===== src/rtl/fir_pkg.sv =====
`default_nettype none
// ============================================================================
// Module  : fir_pkg
// Purpose : Shared types and width/bound helpers for the serial-MAC FIR filter.
// Revision: 1.0  initial release
// ============================================================================
package fir_pkg;

   // Controller states of the time-multiplexed filter.
   typedef enum logic [1:0] {
      IDLE = 2'd0,
      MAC  = 2'd1,
      OUT  = 2'd2
   } fir_state_t;

   // Accumulator width that can hold NTAPS full-scale products without overflow.
   function automatic int acc_width(input int dw, input int cw, input int ntaps);
      return dw + cw + $clog2(ntaps);
   endfunction

   // Largest value representable in an ow-bit signed output.
   function automatic longint sat_max(input int ow);
      return (longint'(1) <<< (ow - 1)) - longint'(1);
   endfunction

   // Smallest value representable in an ow-bit signed output.
   function automatic longint sat_min(input int ow);
      return -(longint'(1) <<< (ow - 1));
   endfunction

endpackage
`default_nettype wire


===== src/rtl/fir_round_sat.sv =====
`default_nettype none
// ============================================================================
// Module  : fir_round_sat
// Purpose : Round-half-up, arithmetic shift and width reduction of the
//           accumulator to the output width. With FIR_SATURATE_EN defined the
//           result is clamped to the output range and sat_hit flags a clamp;
//           otherwise the low OW bits are taken and sat_hit is 0.
// Revision: 1.0  initial release
// ============================================================================
module fir_round_sat
   import fir_pkg::*;
#(
   parameter int AW    = 35,
   parameter int OW    = 16,
   parameter int SHIFT = 15
) (
   input  logic signed [AW-1:0] acc,
   output logic signed [OW-1:0] y,
   output logic                 sat_hit
);

   // One guard bit so the rounding constant can never wrap the sum.
   localparam int RW = AW + 1;
   // Half an output LSB; zero when no shift is applied.
   localparam logic signed [RW-1:0] RND_ADD = RW'((64'd1 << SHIFT) >> 1);

   logic signed [RW-1:0] acc_ext;
   logic signed [RW-1:0] rnd_sum;
   logic signed [RW-1:0] shr;

   // Round half up, then drop SHIFT fractional bits keeping the sign.
   always_comb begin
      acc_ext = {acc[AW-1], acc};
      rnd_sum = acc_ext + RND_ADD;
      shr     = rnd_sum >>> SHIFT;
   end

`ifdef FIR_SATURATE_EN
   localparam logic signed [RW-1:0] Y_MAX = RW'(sat_max(OW));
   localparam logic signed [RW-1:0] Y_MIN = RW'(sat_min(OW));

   // Clamp to the nearest representable bound when out of range.
   always_comb begin
      y       = shr[OW-1:0];
      sat_hit = 1'b0;
      if (shr > Y_MAX) begin
         y       = Y_MAX[OW-1:0];
         sat_hit = 1'b1;
      end else if (shr < Y_MIN) begin
         y       = Y_MIN[OW-1:0];
         sat_hit = 1'b1;
      end
   end
`else
   // Upper bits are deliberately discarded by the two's-complement wrap.
   logic unused_hi;
   assign unused_hi = ^shr[RW-1:OW];

   // Keep the low OW bits; no saturation is ever reported.
   always_comb begin
      y       = shr[OW-1:0];
      sat_hit = 1'b0;
   end
`endif

endmodule
`default_nettype wire


===== src/rtl/fir_serial_mac.sv =====
`default_nettype none
// ============================================================================
// Module  : fir_serial_mac
// Purpose : Time-multiplexed FIR filter, y[n] = sum b[k]*x[n-k], using one
//           shared multiplier over NTAPS cycles per sample. Circular delay
//           line, double-buffered coefficients, valid/ready on both sides.
//           Build option FIR_SATURATE_EN selects output saturation (applied in
//           fir_round_sat); without it the output wraps.
// Revision: 1.0  initial release
// ============================================================================
module fir_serial_mac
   import fir_pkg::*;
#(
   parameter int NTAPS = 8,
   parameter int DW    = 16,
   parameter int CW    = 16,
   parameter int OW    = 16,
   parameter int SHIFT = 15
) (
   input  logic                     clk,
   input  logic                     rst,
   input  logic                     in_valid,
   output logic                     in_ready,
   input  logic signed [DW-1:0]     in_data,
   output logic                     out_valid,
   input  logic                     out_ready,
   output logic signed [OW-1:0]     out_data,
   input  logic                     coef_we,
   input  logic [$clog2(NTAPS)-1:0] coef_addr,
   input  logic signed [CW-1:0]     coef_data,
   input  logic                     coef_commit,
   output logic                     busy,
   output logic                     sat_flag
);

   localparam int            PW       = $clog2(NTAPS);
   localparam int            PRW      = DW + CW;
   localparam int            AW       = acc_width(DW, CW, NTAPS);
   localparam logic [PW-1:0] LAST_TAP = PW'(NTAPS - 1);
   localparam logic [PW-1:0] NT_MOD   = PW'(NTAPS);

   fir_state_t            state_q, state_d;
   logic [PW-1:0]         wr_ptr_q, wr_ptr_d;
   logic [PW-1:0]         base_q, base_d;
   logic [PW-1:0]         tap_q, tap_d;
   logic signed [AW-1:0]  acc_q, acc_d;
   logic                  pending_q, pending_d;
   logic                  out_valid_q, out_valid_d;
   logic signed [OW-1:0]  out_data_q, out_data_d;
   logic                  sat_flag_q, sat_flag_d;

   logic signed [DW-1:0]  delay_q  [NTAPS];
   logic signed [DW-1:0]  delay_d  [NTAPS];
   logic signed [CW-1:0]  shadow_q [NTAPS];
   logic signed [CW-1:0]  shadow_d [NTAPS];
   logic signed [CW-1:0]  active_q [NTAPS];
   logic signed [CW-1:0]  active_d [NTAPS];

   logic [PW-1:0]         rd_idx;
   logic signed [PRW-1:0] coef_ext;
   logic signed [PRW-1:0] samp_ext;
   logic signed [PRW-1:0] prod;
   logic signed [AW-1:0]  prod_ext;
   logic signed [OW-1:0]  rs_data;
   logic                  rs_sat;

   // Delay-line read address (base - k) mod NTAPS and the shared product term.
   always_comb begin
      if (base_q >= tap_q) begin
         rd_idx = base_q - tap_q;
      end else begin
         rd_idx = base_q + NT_MOD - tap_q;
      end
      coef_ext = {{DW{active_q[tap_q][CW-1]}}, active_q[tap_q]};
      samp_ext = {{CW{delay_q[rd_idx][DW-1]}}, delay_q[rd_idx]};
      prod     = coef_ext * samp_ext;
      prod_ext = {{(AW-PRW){prod[PRW-1]}}, prod};
   end

   fir_round_sat #(
      .AW    (AW),
      .OW    (OW),
      .SHIFT (SHIFT)
   ) u_round_sat (
      .acc     (acc_q),
      .y       (rs_data),
      .sat_hit (rs_sat)
   );

   // Next-state logic: controller, coefficient banks, delay line, output stage.
   always_comb begin
      state_d     = state_q;
      wr_ptr_d    = wr_ptr_q;
      base_d      = base_q;
      tap_d       = tap_q;
      acc_d       = acc_q;
      out_valid_d = out_valid_q;
      out_data_d  = out_data_q;
      sat_flag_d  = sat_flag_q;
      pending_d   = pending_q | coef_commit;
      delay_d     = delay_q;
      shadow_d    = shadow_q;
      active_d    = active_q;

      // Shadow writes land before any same-cycle copy so the copy includes them.
      if (coef_we && (int'(coef_addr) < NTAPS)) begin
         shadow_d[coef_addr] = coef_data;
      end

      // A consumed result is cleared; OUT below may reload it in the same cycle.
      if (out_valid_q && out_ready) begin
         out_valid_d = 1'b0;
         out_data_d  = '0;
      end

      case (state_q)
         IDLE: begin
            // Bank swap only while idle, ahead of a sample accepted this cycle.
            if (pending_d) begin
               active_d  = shadow_d;
               pending_d = 1'b0;
            end
            if (in_valid) begin
               delay_d[wr_ptr_q] = in_data;
               base_d            = wr_ptr_q;
               wr_ptr_d          = (wr_ptr_q == LAST_TAP) ? '0 : wr_ptr_q + 1'b1;
               acc_d             = '0;
               tap_d             = '0;
               state_d           = MAC;
            end
         end
         MAC: begin
            acc_d = acc_q + prod_ext;
            if (tap_q == LAST_TAP) begin
               tap_d   = '0;
               state_d = OUT;
            end else begin
               tap_d = tap_q + 1'b1;
            end
         end
         OUT: begin
            // Wait here until the output register is free or being drained.
            if (!out_valid_q || out_ready) begin
               out_data_d  = rs_data;
               out_valid_d = 1'b1;
               sat_flag_d  = sat_flag_q | rs_sat;
               state_d     = IDLE;
            end
         end
         default: begin
            state_d = IDLE;
         end
      endcase
   end

   // State register with synchronous reset clearing all history and banks.
   always_ff @(posedge clk) begin
      if (rst) begin
         state_q     <= IDLE;
         wr_ptr_q    <= '0;
         base_q      <= '0;
         tap_q       <= '0;
         acc_q       <= '0;
         pending_q   <= 1'b0;
         out_valid_q <= 1'b0;
         out_data_q  <= '0;
         sat_flag_q  <= 1'b0;
         for (int i = 0; i < NTAPS; i++) begin
            delay_q[i]  <= '0;
            shadow_q[i] <= '0;
            active_q[i] <= '0;
         end
      end else begin
         state_q     <= state_d;
         wr_ptr_q    <= wr_ptr_d;
         base_q      <= base_d;
         tap_q       <= tap_d;
         acc_q       <= acc_d;
         pending_q   <= pending_d;
         out_valid_q <= out_valid_d;
         out_data_q  <= out_data_d;
         sat_flag_q  <= sat_flag_d;
         delay_q     <= delay_d;
         shadow_q    <= shadow_d;
         active_q    <= active_d;
      end
   end

   assign in_ready  = (state_q == IDLE) && !rst;
   assign busy      = (state_q == MAC) || (state_q == OUT);
   assign out_valid = out_valid_q;
   assign out_data  = out_data_q;
   assign sat_flag  = sat_flag_q;

endmodule
`default_nettype wire


===== config.mk =====
export PLATFORM = sky130hd
export DESIGN_NAME = fir_serial_mac
export DESIGN_NICKNAME = d
export VERILOG_FILES = /design/src/rtl/fir_pkg.sv /design/src/rtl/fir_round_sat.sv /design/src/rtl/fir_serial_mac.sv
export SDC_FILE = /design/constraint.sdc
export NUM_CORES = 2
export LEC_CHECK = 0
export ABC_AREA = 0
export ABC_CLOCK_PERIOD_IN_PS = 10700
export CORE_MARGIN = 4
export CORE_UTILIZATION = 35
export CTS_CLUSTER_DIAMETER = 60
export CTS_CLUSTER_SIZE = 8
export DETAILED_ROUTE_END_ITERATION = 12
export PLACE_DENSITY_LB_ADDON = 0.3
export SLEW_MARGIN = 20
export SYNTH_ARGS = -nofsm -noshare
export SYNTH_HDL_FRONTEND = slang
export SYNTH_SLANG_ARGS = --single-unit
export TNS_END_PERCENT = 10

===== constraint.sdc =====
create_clock -name clk -period 10.7 [get_ports clk]
set_clock_uncertainty 0.1 [all_clocks]
set_input_delay 2.675 -clock clk [delete_from_list [all_inputs] [get_ports clk]]
set_output_delay 2.675 -clock clk [all_outputs]
set_load 0.005 [all_outputs]

==> impl_metrics.csv <==
group,metric,value,unit
run_status,outcome,"finished, final reports clean",
setup_path,start_kind,"flip-flop",
timing,finalWorstSetupSlack,2.06,ns
floorplanning,num_rows,103,
setup_path,cp-end-kind,"flip-flop",
timing,fin_crit_sh,80.8,%
clock_tree,clk_pin_slew,0.05,ns
final_layout,multiInputGateArea,17300,sq um
final_layout,final_common_cell,"dfxtp_1",
synth,avgSynthCellArea,9.31,sq um
synth,ys_seq_elements,444,
pwr,powerDensity,164,nW/um^2
clock_tree,cts_hold_buffers,0,
route,drt_iter0_markers,1555,
clock_tree,cts.repair.resized,0,
placement,hpwl,52.9,mm
final_layout,seq_area,8890,sq um
flow_run,maxCapViolations,0,
clock_tree,cts_sinks,444,
timing,setup-violations-final,0,
synth,synth_nets,3462,
pwr,power_leakage,13.5,nW
min_path,min_path_type,"flip-flop to flip-flop",
global_route,grt_pass1_vias,20700,
timing,tightest_slew,1.14,ns
final_layout,fillers,7929,
route,wl,76.2,mm
synth,synthDistinctLibCells,57,
final_layout,most-common-layout-cells,"dfxtp_1 (441), nand2_1 (418), nor2_1 (406)",
timing,rsz0062_at_grt,"no",
placement,finalWeightedCongestion,0.894,
placement,io_buffer_count,59,
floorplanning,die_h,292,um
clock_tree,clockRootBuffer,"clkbuf_16",
global_route,antenna_found_initial,0,
synth,synth-edff-count,0,
timing,hold_viol_final,0,
route,routed_via_density,5.06,
final_layout,final_net_count,3426,
floorplanning,die_area,85300,sq um
synth,synth_flop_cell,"dfxtp_1",
clock_tree,clockBufferDepth,3,
final_layout,drive_gt1_share,8.02,%
final_layout,n_antenna_cell,0,
clock_tree,cts_buffers,67,
floorplanning,initial_core_util,35.5,%
timing,fin_setup_tns,0,ns
timing,fin_crit,8.64,ns
global_route,overflow,0,
synth,async_reset_ff_share,0,%
floorplanning,die_x,292,um
placement,dpl_worst_slack,2.06,ns
synth,seq_area_frac_synth,31.5,%
timing,slew_violations,0,
clock_tree,cts_max_level,3,
route,via_count,20500,
synth,netlist_instances,3031,
route,ant_nets,0,
pwr,ir_drop,0.000132,V
route,dr.pass1.iters,5,
synth,yosysWarnings,0,
clock_tree,postCtsSetupRepairBufs,0,
clock_tree,clk_latency,0.61,ns
final_layout,area_delta_synth_final,12.2,%
setup_path,required,11.08,ns
setup_path,path_max_fanout,27,
route,wl_per_cell,18.8,um
floorplanning,io_pins,61,
floorplanning,core_region_area,79500,sq um
setup_path,critPathArrivalTime,9.02,ns
synth,syn_area,28200,sq um
global_route,grt_usage,18.0,%
global_route,grt_pass1_wl,122,mm
global_route,grt_max_degree,257,
timing,fmax,0.116,GHz
clock_tree,cts_tree,"yes",
timing,relSlewSlack,23.8,%
route,drc,0,
setup_path,criticalPathCategory,"flip-flop to flip-flop",
==> critical path, stage by stage, from the launching register on <==
cell and delay (ns):
dfxtp_1 0.33, inv_1 0.05, ha_2 0.99, buf_4 0.35
mux4_2 0.25, o22ai_1 0.10, buf_4 0.21, nor3_1 0.76
nand2_1 0.20, fa_1 0.54, fa_1 0.49, inv_1 0.05
fa_1 0.50, fa_1 0.45, fa_1 0.50, inv_1 0.05
fa_1 0.48, inv_1 0.05, ha_1 0.34, a21oi_1 0.19
nand2_1 0.09, a31o_2 0.26, a221o_1 0.36, o211ai_1 0.31
nand2b_1 0.09, a21oi_1 0.18, xor2_1 0.14, o21ai_0 0.08
==> cells by family (layout without fill, tap and decap cells) <==
| family | count (synthesis) | after routing | synth area share [%] |
|---|---|---|---|
| compound gates | 389 | 389 | 8.89 |
| xor+xnor | 54 | 54 | 1.78 |
| fa+ha+maj | 390 | 390 | 24.9 |
| buf+inv | 553 | 528 | 7.47 |
| flops | 444 | 444 | 31.5 |
| mux | 243 | 243 | 11.7 |
| other cells | 1 | 1 | 0.0133 |
| simple gates | 957 | 957 | 13.8 |
==> layer usage <==
| layer | track usage [%] | routed length (um) | vias to the layer above |
|---|---|---|---|
| met5 | 0 | 0 | - |
| met4 | 4.37 | 1520 | 0 |
| met3 | 3.85 | 5100 | 107 |
| met2 | 28.4 | 34700 | 599 |
| met1 | 25.3 | 34900 | 10100 |
| li1 | - | - | 9758 |
==> registers in the layout, summed over array words and instances (netlist names) <==
| signal | count |
|---|---|
| out_valid | 1 |
| shadow_q | 128 |
| pending_q | 1 |
| acc_q | 31 |
| active_q | 128 |
| base_q | 3 |
| state_q | 2 |
| delay_q | 128 |
| wr_ptr_q | 3 |
| tap_q | 3 |
| out_data | 16 |
==> area by class of cell <==
| class | count | area share, % |
|---|---|---|
| Tap cell | 1050 | 4.15 |
| Multi-Input combinational cell | 2034 | 54.7 |
| Clock inverter | 11 | 0.707 |
| Sequential cell | 444 | 28.1 |
| Clock buffer | 69 | 5.31 |
| Inverter | 346 | 4.10 |
| Timing Repair Buffer | 102 | 2.94 |
==> where the power goes <==
| group | total, mW | switching (mW) | internal, mW |
|---|---|---|---|
| Clock | 1.93 | 0.780 | 1.15 |
| Sequential | 1.82 | 0.0608 | 1.76 |
| Combinational | 1.45 | 0.896 | 0.550 |
==> worst paths after layout <==
path,startpoint,to,slack [ns],cells past startpoint
setup / recovery,base_q[0],acc_q[28],2.06,27
hold / removal,delay_q[85],delay_q[85],0.35,2
setup reg to reg,base_q[0],acc_q[28],2.06,27
hold reg to reg,delay_q[85],delay_q[85],0.35,2
==> synth_stat cells, drive strengths merged, types with 14 or more instances <==
cell type	n	area share, %
dfxtp	444	31
nand2	418	5.6
nor2	410	5.5
inv	346	4.6
fa	286	20
clkbuf	176	2.4
a21oi	161	2.9
mux2i	152	5.4
a211oi	130	3.5
ha	104	4.6
mux4	66	5.3
xnor2	36	1.1
a22oi	35	0.93
buf	31	0.47
nor4	28	0.62
mux2	25	1.0
nor3	21	0.37
o21ai	19	0.34
nand2b	17	0.38
xor2	16	0.50
a21o	15	0.40
nand3	14	0.25
==> through the flow <==
step	std cells	hold slack, ns	power, mW	cell area, sq um	utilization (%)
after floorplan	3031	0.333	2.89	28200	-
after global placement	3976	0.339	3.27	29800	37.4
after detailed placement	3976	0.343	3.30	29800	37.4
after CTS	4056	0.350	5.26	31700	39.8
after global routing	4056	0.369	5.53	31700	39.8
final	4056	0.349	5.20	31700	39.8
(Power assumes the default switching activity.)
